### src/rtl/rob_cdb_sink.sv
// rob_cdb_sink -- reorder-buffer completion table at the receiving end of the CDB.
//
// Issue allocates entries in order at the tail. The CDB completes entries out of
// order. Commit drains DONE entries strictly in order from the head.
// Each entry is a small FREE/BUSY/DONE state machine with a value and an
// exception bit. The entries live in an array of rob_cdb_entry instances.
//
// Optional feature: define ROB_CDB_BYPASS_EN to let a CDB write to the BUSY head
// entry present itself on the commit port in the same cycle.
//
// Ports:
//   clk_i, rst_n_i       clock, asynchronous active-low reset
//   flush_i              synchronous flush; blocks every handshake and empties the table
//   alloc_*              issue-side allocation handshake; alloc_idx_o is the tail
//   cdb_*                CDB result packet handshake (target index, value, exception)
//   commit_*             in-order commit handshake at the head
//   spurious_o           sticky flag: a CDB write hit an entry that was not BUSY

package len5_pkg;
  localparam int XLEN = 32;
endpackage

// One table entry. Commit has priority over a CDB write, because with the
// bypass a write to the head can retire in the same cycle. Alloc never
// collides with a write, since a FREE entry never takes a write.
module rob_cdb_entry #(
  parameter int XLEN = 32
) (
  input  logic            clk_i,
  input  logic            rst_n_i,
  input  logic            flush_i,
  input  logic            alloc_i,
  input  logic            wr_i,
  input  logic            commit_i,
  input  logic [XLEN-1:0] value_i,
  input  logic            except_i,
  output logic            busy_o,
  output logic            done_o,
  output logic [XLEN-1:0] value_o,
  output logic            except_o
);
  typedef enum logic [1:0] {FREE, BUSY, DONE} st_t;
  st_t st;

  always_ff @(posedge clk_i or negedge rst_n_i) begin
    if (!rst_n_i) begin
      st       <= FREE;
      value_o  <= '0;
      except_o <= 1'b0;
    end else if (flush_i) begin
      st <= FREE;
    end else if (commit_i) begin
      st <= FREE;
    end else if (wr_i) begin
      st       <= DONE;
      value_o  <= value_i;
      except_o <= except_i;
    end else if (alloc_i) begin
      st       <= BUSY;
      except_o <= 1'b0;
    end
  end

  assign busy_o = (st == BUSY);
  assign done_o = (st == DONE);
endmodule

module rob_cdb_sink #(
  parameter int ROB_DEPTH = 8,
  parameter int XLEN      = len5_pkg::XLEN,
  parameter int IDX_W     = $clog2(ROB_DEPTH)
) (
  input  logic             clk_i,
  input  logic             rst_n_i,
  input  logic             flush_i,
  input  logic             alloc_valid_i,
  output logic             alloc_ready_o,
  output logic [IDX_W-1:0] alloc_idx_o,
  input  logic             cdb_valid_i,
  output logic             cdb_ready_o,
  input  logic [IDX_W-1:0] cdb_rob_idx_i,
  input  logic [XLEN-1:0]  cdb_value_i,
  input  logic             cdb_except_raised_i,
  output logic             commit_valid_o,
  input  logic             commit_ready_i,
  output logic [IDX_W-1:0] commit_idx_o,
  output logic [XLEN-1:0]  commit_value_o,
  output logic             commit_except_o,
  output logic             spurious_o
);
  localparam logic [IDX_W:0] FULL = (IDX_W+1)'(ROB_DEPTH);

  logic [IDX_W-1:0] head_q, tail_q;
  logic [IDX_W:0]   count_q;
  logic             up_q;
  logic             spur_q;

  logic [ROB_DEPTH-1:0]           busy, done, exc;
  logic [ROB_DEPTH-1:0]           alloc_sel, wr_sel, commit_sel;
  logic [ROB_DEPTH-1:0][XLEN-1:0] val;

  logic alloc_fire, cdb_fire, cdb_wr, commit_fire;

  // Outputs stay quiet while reset is held; otherwise an empty table would
  // advertise ready during reset.
  assign alloc_ready_o = rst_n_i && !flush_i && (count_q != FULL);
  assign alloc_idx_o   = tail_q;
  assign alloc_fire    = alloc_valid_i && alloc_ready_o;

  assign cdb_ready_o = up_q && !flush_i;
  assign cdb_fire    = cdb_valid_i && cdb_ready_o;
  // A write lands only on a BUSY entry. FREE or DONE targets are dropped and
  // flagged. This includes the entry being allocated in the same cycle, which
  // is still FREE.
  assign cdb_wr      = cdb_fire && busy[cdb_rob_idx_i];

  assign commit_idx_o = head_q;

`ifdef ROB_CDB_BYPASS_EN
  logic byp_hit;
  assign byp_hit         = cdb_wr && (cdb_rob_idx_i == head_q);
  assign commit_valid_o  = (done[head_q] || byp_hit) && (count_q != '0) && !flush_i;
  assign commit_value_o  = byp_hit ? cdb_value_i : val[head_q];
  assign commit_except_o = byp_hit ? cdb_except_raised_i : exc[head_q];
`else
  assign commit_valid_o  = done[head_q] && (count_q != '0) && !flush_i;
  assign commit_value_o  = val[head_q];
  assign commit_except_o = exc[head_q];
`endif

  assign commit_fire = commit_valid_o && commit_ready_i;
  assign spurious_o  = spur_q;

  for (genvar i = 0; i < ROB_DEPTH; i++) begin : g_ent
    assign alloc_sel[i]  = alloc_fire  && (tail_q == IDX_W'(i));
    assign wr_sel[i]     = cdb_wr      && (cdb_rob_idx_i == IDX_W'(i));
    assign commit_sel[i] = commit_fire && (head_q == IDX_W'(i));

    rob_cdb_entry #(.XLEN(XLEN)) u_ent (
      .clk_i    (clk_i),
      .rst_n_i  (rst_n_i),
      .flush_i  (flush_i),
      .alloc_i  (alloc_sel[i]),
      .wr_i     (wr_sel[i]),
      .commit_i (commit_sel[i]),
      .value_i  (cdb_value_i),
      .except_i (cdb_except_raised_i),
      .busy_o   (busy[i]),
      .done_o   (done[i]),
      .value_o  (val[i]),
      .except_o (exc[i])
    );
  end

  always_ff @(posedge clk_i or negedge rst_n_i) begin
    if (!rst_n_i) begin
      head_q  <= '0;
      tail_q  <= '0;
      count_q <= '0;
      up_q    <= 1'b0;
      spur_q  <= 1'b0;
    end else begin
      // cdb_ready comes up one edge after reset release.
      up_q <= 1'b1;
      if (flush_i) begin
        head_q  <= '0;
        tail_q  <= '0;
        count_q <= '0;
        spur_q  <= 1'b0;
      end else begin
        if (alloc_fire)  tail_q <= tail_q + 1'b1;
        if (commit_fire) head_q <= head_q + 1'b1;
        if (cdb_fire && !cdb_wr) spur_q <= 1'b1;
        case ({alloc_fire, commit_fire})
          2'b10:   count_q <= count_q + 1'b1;
          2'b01:   count_q <= count_q - 1'b1;
          default: count_q <= count_q;
        endcase
      end
    end
  end
endmodule

### config.mk
export PLATFORM = sky130hd
export DESIGN_NAME = rob_cdb_sink
export DESIGN_NICKNAME = d
export VERILOG_FILES = /design/src/rtl/rob_cdb_sink.sv
export SDC_FILE = /design/constraint.sdc
export NUM_CORES = 1
export LEC_CHECK = 0
export CORE_MARGIN = 5
export CORE_UTILIZATION = 45
export DETAILED_ROUTE_END_ITERATION = 10
export RECOVER_POWER = 25
export SKIP_CTS_REPAIR_TIMING = 1
export SLEW_MARGIN = 15
export SYNTH_ARGS = -nofsm -noshare
export SYNTH_HDL_FRONTEND = slang
export SYNTH_HIERARCHICAL = 1
export SYNTH_SLANG_ARGS = --single-unit
### constraint.sdc
create_clock -name clk_i -period 3.7 [get_ports clk_i]
set_clock_uncertainty 0.15 [all_clocks]
set_input_delay 0.555 -clock clk_i [delete_from_list [all_inputs] [get_ports clk_i]]
set_output_delay 0.555 -clock clk_i [all_outputs]
set_load 0.03 [all_outputs]
==> results of run 1 <==
==> metal layers <==
layer | vias up | routed length, um
met5 | - | 20
met4 | 2 | 368
met3 | 30 | 1360
met2 | 141 | 15800
met1 | 4389 | 15600
li1 | 3702 | -
==> power by group <==
group | total [mW] | leakage (nW) | switching, mW | internal (mW)
Combinational | 0.258 | 3.35 | 0.162 | 0.0953
Sequential | 3.23 | 4.07 | 0.0135 | 3.21
Clock | 3.56 | 0.587 | 1.33 | 2.23
Total | 7.04 | 8.01 | 1.50 | 5.54
==> worst paths after layout <==
path | to | slack (ns) | from | cells after the start
max | commit_value_o[5] | 0.25 | commit_idx_o[0] | 5
min | g_ent[7].u_ent/value_o[17] | 0.35 | g_ent[7].u_ent/value_o[17] | 1
max reg2reg | g_ent[5].u_ent/value_o[4] | 0.57 | commit_idx_o[0] | 9
min reg2reg | g_ent[7].u_ent/value_o[17] | 0.35 | g_ent[7].u_ent/value_o[17] | 1
max in group asynchronous | g_ent[6].u_ent/value_o[31] | 0.94 | rst_n_i | 4
min in group asynchronous | g_ent[2].u_ent/value_o[3] | 0.36 | rst_n_i | 2
==> worst reg2reg max path: cells and delay by family (launching register included) <==
| family | cells | cell delay [ns] |
|---|---|---|
| DFF | 1 | 0.59 |
| AOI/OAI and AO/OA | 1 | 0.33 |
| muxes | 1 | 0.30 |
| buffers and inverters | 2 | 0.45 |
| and+or+nand+nor | 5 | 1.19 |
==> cell type report <==
cell class | count | area [um2]
clock buffers | 49 | 1000
clock inverters | 11 | 195
fillers | 2710 | 15400
inverters | 16 | 60.1
multi-input cells | 610 | 6880
flip-flops and latches | 292 | 7320
well taps | 442 | 553
repair buffers | 122 | 1320
==> logic make-up after synthesis <==
logic type,count (synthesis),synth area share [%]
other,1,0.0251
adder cells (fa/ha/maj),15,1.31
XOR/XNOR,3,0.176
multiplexers,332,35.9
AO/OA/AOI/OAI,50,2.11
buffers and inverters,77,5.07
flip-flops,292,48.9
AND/OR/NAND/NOR,209,6.52
==> sequential cells by signal (all words and copies together) (netlist names) <==
register,cells
count_q,4
g_ent.u_ent/except_o,8
commit_idx_o,3
g_ent.u_ent/value_o,256
spurious_o,1
up_q,1
alloc_idx_o,3
g_ent.u_ent/st,16
==> stage by stage <==
step	utilization, %	hold WS (ns)	power (mW)	setup slack [ns]
after detailed placement	49.3	0.286	3.55	0.338
final	53.0	0.353	7.04	0.250
after floorplan	-	0.109	3.35	0.837
after CTS	53.0	-0.250	7.14	0.0738
after global placement	49.3	0.287	3.55	0.400
after global routing	53.0	0.365	7.31	0.102
==> synth_stat cells (all sizes together) (4+ instances only) <==
cell | count | share of area, %
buf | 45 | 4.3
and3 | 14 | 0.59
clkbuf | 16 | 0.40
nor2b | 20 | 0.84
nand2 | 108 | 2.7
mux4 | 68 | 10
ha | 14 | 1.2
mux2 | 260 | 25
and2 | 12 | 0.64
a22o | 10 | 0.59
nor2 | 29 | 0.73
a21oi | 12 | 0.40
mux2i | 4 | 0.27
dfrtp | 292 | 49
o21ai | 21 | 0.70
nand3 | 4 | 0.17
inv | 16 | 0.40
or3 | 4 | 0.17
nor3 | 11 | 0.37
==> flow_summary.ini, run 1 <==
[status]
outcome = finished with violations
violations = max-capacitance violations, max-slew violations

[sta]
rsz0062_at_grt = no
fin_crit_sh_pct = 93.3
min_period_ns = 3.45
worst_pin_slew_ns = 1.86
hold_viol = 0
max_slew_margin_pct = -23.9
finalMaxSlewViolations = 75
fin_setup_tns_ns = 0
maxClockFrequency_ghz = 0.290
setup_viol = 0

[clock_tree]
htree_levels = 2
clk_pin_slew_ns = 0.06
clock_latency_ns = 0.51
cts_sinks = 292
cts-buffers-inserted = 35
cts_tree = yes
clockRootBuffer = clkbuf_16
clock_tree.buffer_depth = 3

[synth]
synth.avg_cell_area_um2 = 15.3
netlist_instances = 979
yosysSeqAreaShare_pct = 48.9
synth_ff_type = dfrtp_1
synth_edf_count = 0
ys_async_sr_fraction_pct = 100
yosysWarnings = 6
ys_ff_latch = 292
synth.net_count = 1036
synth_cell_type_count = 43
synth_area_um2 = 15000

[finish]
final_cell_mix = dfrtp_1, mux2_4, nand2_1
layout-drive-gt1-share_pct = 39.1
area_growth_pct = 15.8
n_antenna_cell = 0
layout.nets = 1134
finalInstanceArea_um2 = 17300
stdcell_count = 1542
layout_commonest_cell = dfrtp_1

[drt]
wl_per_cell_um = 21.5
antenna_left = 0
firstDrtPassIters = 4
routed_wl_um = 33200
routed_via_density = 5.36
drc = 0
vias = 8264
drt-initial-drc-count = 433

[global_route]
grt_antenna_before_repair = 1
met3_usage_pct = 3.58
grt_max_degree = 75
grt_pass1_vias = 9029
busiest_layer = met2
gr-usage-met2_pct = 29.7
grt_pass1_wl_um = 53200
gr-usage-met1_pct = 26.4
grt-ovfl-total = 0
grtUsageTotal_pct = 18.4

[critical_path]
path_cells = buf_12, mux4_2, nand2_1, nand2_1, clkdlybuf4s50_1
critPathSlowestCell = clkdlybuf4s50_1
path_max_fanout = 29
start_kind = flip-flop
cp.arrival_ns = 2.75
criticalPathCategory = reg2out
cpPeakStageDelay_ns = 0.61
crit_buf_inv = 2
critPathRequiredTime_ns = 2.99
cp-end-kind = output port
crit_path_frequent_cell = nand2_1
cp_top_family = buffers and inverters

[placed_design]
dp_cells = 1480
numPortBuffers = 84
place_congestion = 0.762
post_dp_cell_area_um2 = 16100
dp_hpwl_um = 20700

[hold_path]
hold_class = reg2reg

[power]
power.density_nw_per_um2 = 407
ir_drop_v = 0.000236
leakage_nw = 8.01

[die]
core_area_um2 = 32700
dieArea_um2 = 37000
num_rows = 66
die_w_um = 192
pin_count = 85
die_h_um = 192
start_util_pct = 45.7

[job]
cap_violations = 1
Power figures use the tool's default switching activity.
==> inputs of run 2 (changes only) <==
--- a/config.mk
+++ b/config.mk
@@ -6,8 +6,10 @@
 export NUM_CORES = 1
 export LEC_CHECK = 0
 export CORE_MARGIN = 5
-export CORE_UTILIZATION = 45
+export CORE_UTILIZATION = 60
+export CTS_CLUSTER_DIAMETER = 50
 export DETAILED_ROUTE_END_ITERATION = 10
+export PLACE_DENSITY = 0.8
 export RECOVER_POWER = 25
 export SKIP_CTS_REPAIR_TIMING = 1
 export SLEW_MARGIN = 15
==> flow_summary.ini, run 2 (synthesized netlist as in run 1, its figures left out) <==
[drt]
wl_per_cell_um = 22.5
routed_via_density = 5.89
vias = 8417
drc = 0
routed_wl_um = 32100
drt-initial-drc-count = 632
firstDrtPassIters = 5
antenna_left = 0

[sta]
finalMaxSlewViolations = 0
setup_slack_ns = 0.206
maxClockFrequency_ghz = 0.286
rsz0062_at_grt = no
fin_crit_sh_pct = 94.4
fin_setup_tns_ns = 0
setup_viol = 0
worst_pin_slew_ns = 0.947
hold_viol = 0
max_slew_margin_pct = 36.9
min_period_ns = 3.49

[die]
start_util_pct = 61.1
num_rows = 57
die_w_um = 168
core_area_um2 = 24500
die_h_um = 168
dieArea_um2 = 28200
pin_count = 85

[critical_path]
cp-end-kind = output port
path_max_fanout = 30
ff2ff_setup_slack_ns = 0.44
timing.rr.start = commit_idx_o[2]
rr_endpoint = g_ent[1].u_ent/value_o[3]
critPathRequiredTime_ns = 2.99
cp.arrival_ns = 2.79
criticalPathCategory = reg2out
cp-startpoint = commit_idx_o[1]
reg2regPathDepth = 8
start_kind = flip-flop

[hold_path]
hold_class = in2async

[job]
cap_violations = 0

[power]
combPwrFrac_pct = 3.7
seqPwrFrac_pct = 46.2
p_sw_share_pct = 22.4
power.total_mw = 6.98
ir_drop_v = 0.000404
leakage_nw = 8.01
switchingPower_mw = 1.56
clockPowerShare_pct = 50.1
internal_power_mw = 5.41
power.density_nw_per_um2 = 407

[finish]
layout.nets = 1134
area_growth_pct = 14.5
largest_reg_flops = 256
fillers = 1574
layout_commonest_cell = dfrtp_1
n_antenna_cell = 0
layout-drive-gt1-share_pct = 40.1
final_cell_mix = dfrtp_1, mux2_4, nand2_1
reg.largest.list = g_ent.u_ent/value_o: 256 flops, g_ent.u_ent/st: 16 flops, g_ent.u_ent/except_o: 8 flops
regMostFlops = g_ent.u_ent/value_o
fin_util_pct = 70.0

[status]
outcome = finished, final reports clean

[global_route]
grt_max_degree = 129
grt_antenna_before_repair = 0
grt-ovfl-total = 0
grt_pass1_vias = 9210
grtUsageTotal_pct = 23.0
grt_pass1_wl_um = 52000

[clock_tree]
cts-buffers-inserted = 35
cts_tree = yes
clock_tree.buffer_depth = 3
clk_pin_slew_ns = 0.06
clock_latency_ns = 0.52
htree_levels = 2
cts_sinks = 292
clockRootBuffer = clkbuf_16

[placed_design]
pre_cts_ws_ns = 0.338
place_congestion = 0.828
dp_hpwl_um = 20000
numPortBuffers = 84
-- run 2: changes by cell type in the layout (fill, tap and decap cells not counted), sizes merged --
cell | previous run | this run
clkinv | 5 | 10
dlygate4sd3 | 2 | 1
bufinv | 5 | 2
clkinvlp | 0 | 2
buf | 35 | 39
clkbuf | 52 | 45
inv | 17 | 21
-- run 2: final cells by class --
type / instances / area [um2] / share of cell area [%]
Sequential cell: 292 / 7320 / 42.7
Multi-Input combinational cell: 610 / 6890 / 40.2
Timing Repair Buffer: 122 / 1260 / 7.33
Clock buffer: 45 / 1010 / 5.92
Tap cell: 324 / 405 / 2.37
Clock inverter: 19 / 188 / 1.10
Inverter: 16 / 60.1 / 0.351
-- run 2: worst max-delay path by stage --
stage,to
after floorplan,g_ent[4].u_ent/value_o[0]
after global routing,commit_value_o[26]
final,commit_value_o[28]
after detailed placement,g_ent[4].u_ent/value_o[11]
after global placement,g_ent[4].u_ent/value_o[13]
after CTS,commit_value_o[28]
-- run 2: routing by layer --
layer  up-vias  global-route usage, %  wire length (um)
li1       3698                      -                 -
met3        57                   3.61              1440
met1      4415                   32.6             14500
met4         0                   7.02               783
met2       247                   37.2             15400
met5         -                      0                 0
-- run 2: worst max-delay path, stage by stage, from the launching register on --
cell	delay, ns
dfrtp_4	0.73
buf_4	0.39
mux4_2	0.37
nand2_1	0.11
nand2_1	0.07
clkdlybuf4s50_1	0.60
-- run 2: power by group through the flow --
stage / combinational (mW) / clock, mW / sequential (mW)
2_1_floorplan: 0.0705 / 0 / 3.28
3_3_place_gp: 0.257 / 0 / 3.28
3_5_place_dp: 0.261 / 0 / 3.28
4_1_cts: 0.263 / 3.57 / 3.22
5_1_grt: 0.288 / 3.72 / 3.23
6_report: 0.260 / 3.49 / 3.23
-- run 2: per-stage QoR --
stage                     hold WS [ns]  area [um2]  cells
after CTS                       -0.251       17100   1427
after global placement           0.296       15900   1363
after floorplan                  0.109       15000    979
after detailed placement         0.292       15900   1363
after global routing             0.368       17100   1428
final                            0.351       17100   1428
==> inputs of run 3 (changes only) <==
--- a/config.mk
+++ b/config.mk
@@ -5,10 +5,12 @@
 export SDC_FILE = /design/constraint.sdc
 export NUM_CORES = 1
 export LEC_CHECK = 0
+export CORE_ASPECT_RATIO = 2
 export CORE_MARGIN = 5
 export CORE_UTILIZATION = 60
 export CTS_CLUSTER_DIAMETER = 50
 export DETAILED_ROUTE_END_ITERATION = 10
+export GPL_ROUTABILITY_DRIVEN = 0
 export PLACE_DENSITY = 0.8
 export RECOVER_POWER = 25
 export SKIP_CTS_REPAIR_TIMING = 1
==> flow_summary.ini, run 3 (synthesized netlist as in run 1, its figures left out) <==
[die]
start_util_pct = 61.0
num_rows = 81
core_area_um2 = 24500
die_h_um = 233
pin_count = 85
dieArea_um2 = 28400
die_w_um = 122

[global_route]
grt_max_degree = 178
grtUsageTotal_pct = 23.4
grt_pass1_wl_um = 52100
grt_pass1_vias = 9272
grt-ovfl-total = 0
grt_antenna_before_repair = 0

[drt]
firstDrtPassIters = 5
drc = 0
wl_met1_um = 13000
drt-initial-drc-count = 654
routed.top_layer = met4
antenna_left = 0
routed_via_density = 5.92
wl_met3_um = 1160
wl_met2_um = 17300
routed_wl_um = 32300
vias = 8358
wl_per_cell_um = 22.8

[clock_tree]
clock_tree.buffer_depth = 3
htree_levels = 1
clk_pin_slew_ns = 0.06
cts-buffers-inserted = 26
cts_sinks = 292
clock_latency_ns = 0.54
clockRootBuffer = clkbuf_16
cts_tree = yes

[finish]
n_antenna_cell = 0
layout_commonest_cell = dfrtp_1
layout.nets = 1122
largest_reg_flops = 256
regMostFlops = g_ent.u_ent/value_o
area_growth_pct = 12.1
final_cell_mix = dfrtp_1, mux2_4, nand2_1
reg.largest.list = g_ent.u_ent/value_o: 256 flops, g_ent.u_ent/st: 16 flops, g_ent.u_ent/except_o: 8 flops
fin_util_pct = 68.3
layout-drive-gt1-share_pct = 38.4

[sta]
min_period_ns = 3.60
finalMaxSlewViolations = 245
hold_ws_ns = 0.353
setup_viol = 0
worst_pin_slew_ns = 1.67
rsz0062_at_grt = no
fin_setup_tns_ns = 0
max_slew_margin_pct = -11.4
fin_crit_sh_pct = 97.2
hold_viol = 0
setup_slack_ns = 0.104
maxClockFrequency_ghz = 0.278

[critical_path]
cp-end-kind = output port
cp.arrival_ns = 2.89
critPathSlowestCell = clkdlybuf4s50_1
path_cells = buf_4, inv_1, buf_12, nand2_1, nand2_1, clkdlybuf4s50_1
start_kind = flip-flop
reg2regPathDepth = 8
criticalPathCategory = reg2out
rr_endpoint = g_ent[2].u_ent/value_o[14]
timing.rr.start = commit_idx_o[2]
critPathRequiredTime_ns = 2.99
crit_path_frequent_cell = nand2_1
path_max_fanout = 29
cpPeakStageDelay_ns = 0.64
ff2ff_setup_slack_ns = 0.45

[hold_path]
hold_depth = 1
whs_endpoint = g_ent[1].u_ent/value_o[15]
hold_class = reg2reg
min_from = g_ent[1].u_ent/value_o[15]

[status]
violations = max-capacitance violations, max-slew violations
outcome = finished with violations

[placed_design]
pre_cts_ws_ns = 0.241
dp_hpwl_um = 20400
numPortBuffers = 84

[power]
ir_drop_v = 0.000340
leakage_nw = 7.82
power.density_nw_per_um2 = 369

[job]
cap_violations = 2
run 3: changes by cell type in the layout (fill, tap and decap cells not counted), sizes merged:
cell         previous run  this run
dlygate4sd3             1         2
clkbuf                 45        37
inv                    21        16
buf                    39        34
clkinvlp                2         1
clkinv                 10         5
run 3: layer usage:
metal | GRT usage [%] | vias to the layer above
li1 | - | 3656
met1 | 30.2 | 4446
met2 | 41.8 | 201
met3 | 2.28 | 55
met4 | 6.73 | 0
met5 | 0 | -
run 3: critical path, delay by kind of cell, from the launching register on:
family                 cells  cell delay [ns]
buffers and inverters      4             1.52
DFF                        1             0.59
and+or+nand+nor            2             0.21
run 3: area by class of cell:
type	count	area [um2]
timing repair buffer	119	1240
multi-input combinational	610	6890
tap	332	415
fill	1730	7760
inverter	16	60.1
sequential	292	7320
clock inverter	8	92.6
clock buffer	36	749
run 3: per-stage QoR:
stage | total power, mW | std cells | instance area [um2]
after CTS | 6.26 | 1411 | 16700
after global placement | 3.54 | 1367 | 15900
final | 6.19 | 1413 | 16800
after floorplan | 3.35 | 979 | 15000
after global routing | 6.40 | 1413 | 16800
after detailed placement | 3.54 | 1367 | 15900
run 3: how the worst max path moves through the flow:
stage	start	to	slack [ns]
6_report	commit_idx_o[2]	commit_value_o[24]	0.10
5_1_grt	commit_idx_o[2]	commit_value_o[24]	0.03
4_1_cts	commit_idx_o[0]	commit_value_o[3]	-0.05
3_5_place_dp	cdb_rob_idx_i[0]	g_ent[4].u_ent/value_o[12]	0.24
3_3_place_gp	cdb_rob_idx_i[0]	g_ent[4].u_ent/value_o[12]	0.30
2_1_floorplan	commit_idx_o[1]	g_ent[4].u_ent/value_o[0]	0.84
run 3: where the power goes:
| group | leakage (nW) | switching (mW) | internal, mW |
|---|---|---|---|
| combinational | 3.33 | 0.161 | 0.0949 |
| sequential | 4.07 | 0.0137 | 3.21 |
| clock | 0.415 | 1.16 | 1.55 |
| total | 7.82 | 1.34 | 4.85 |
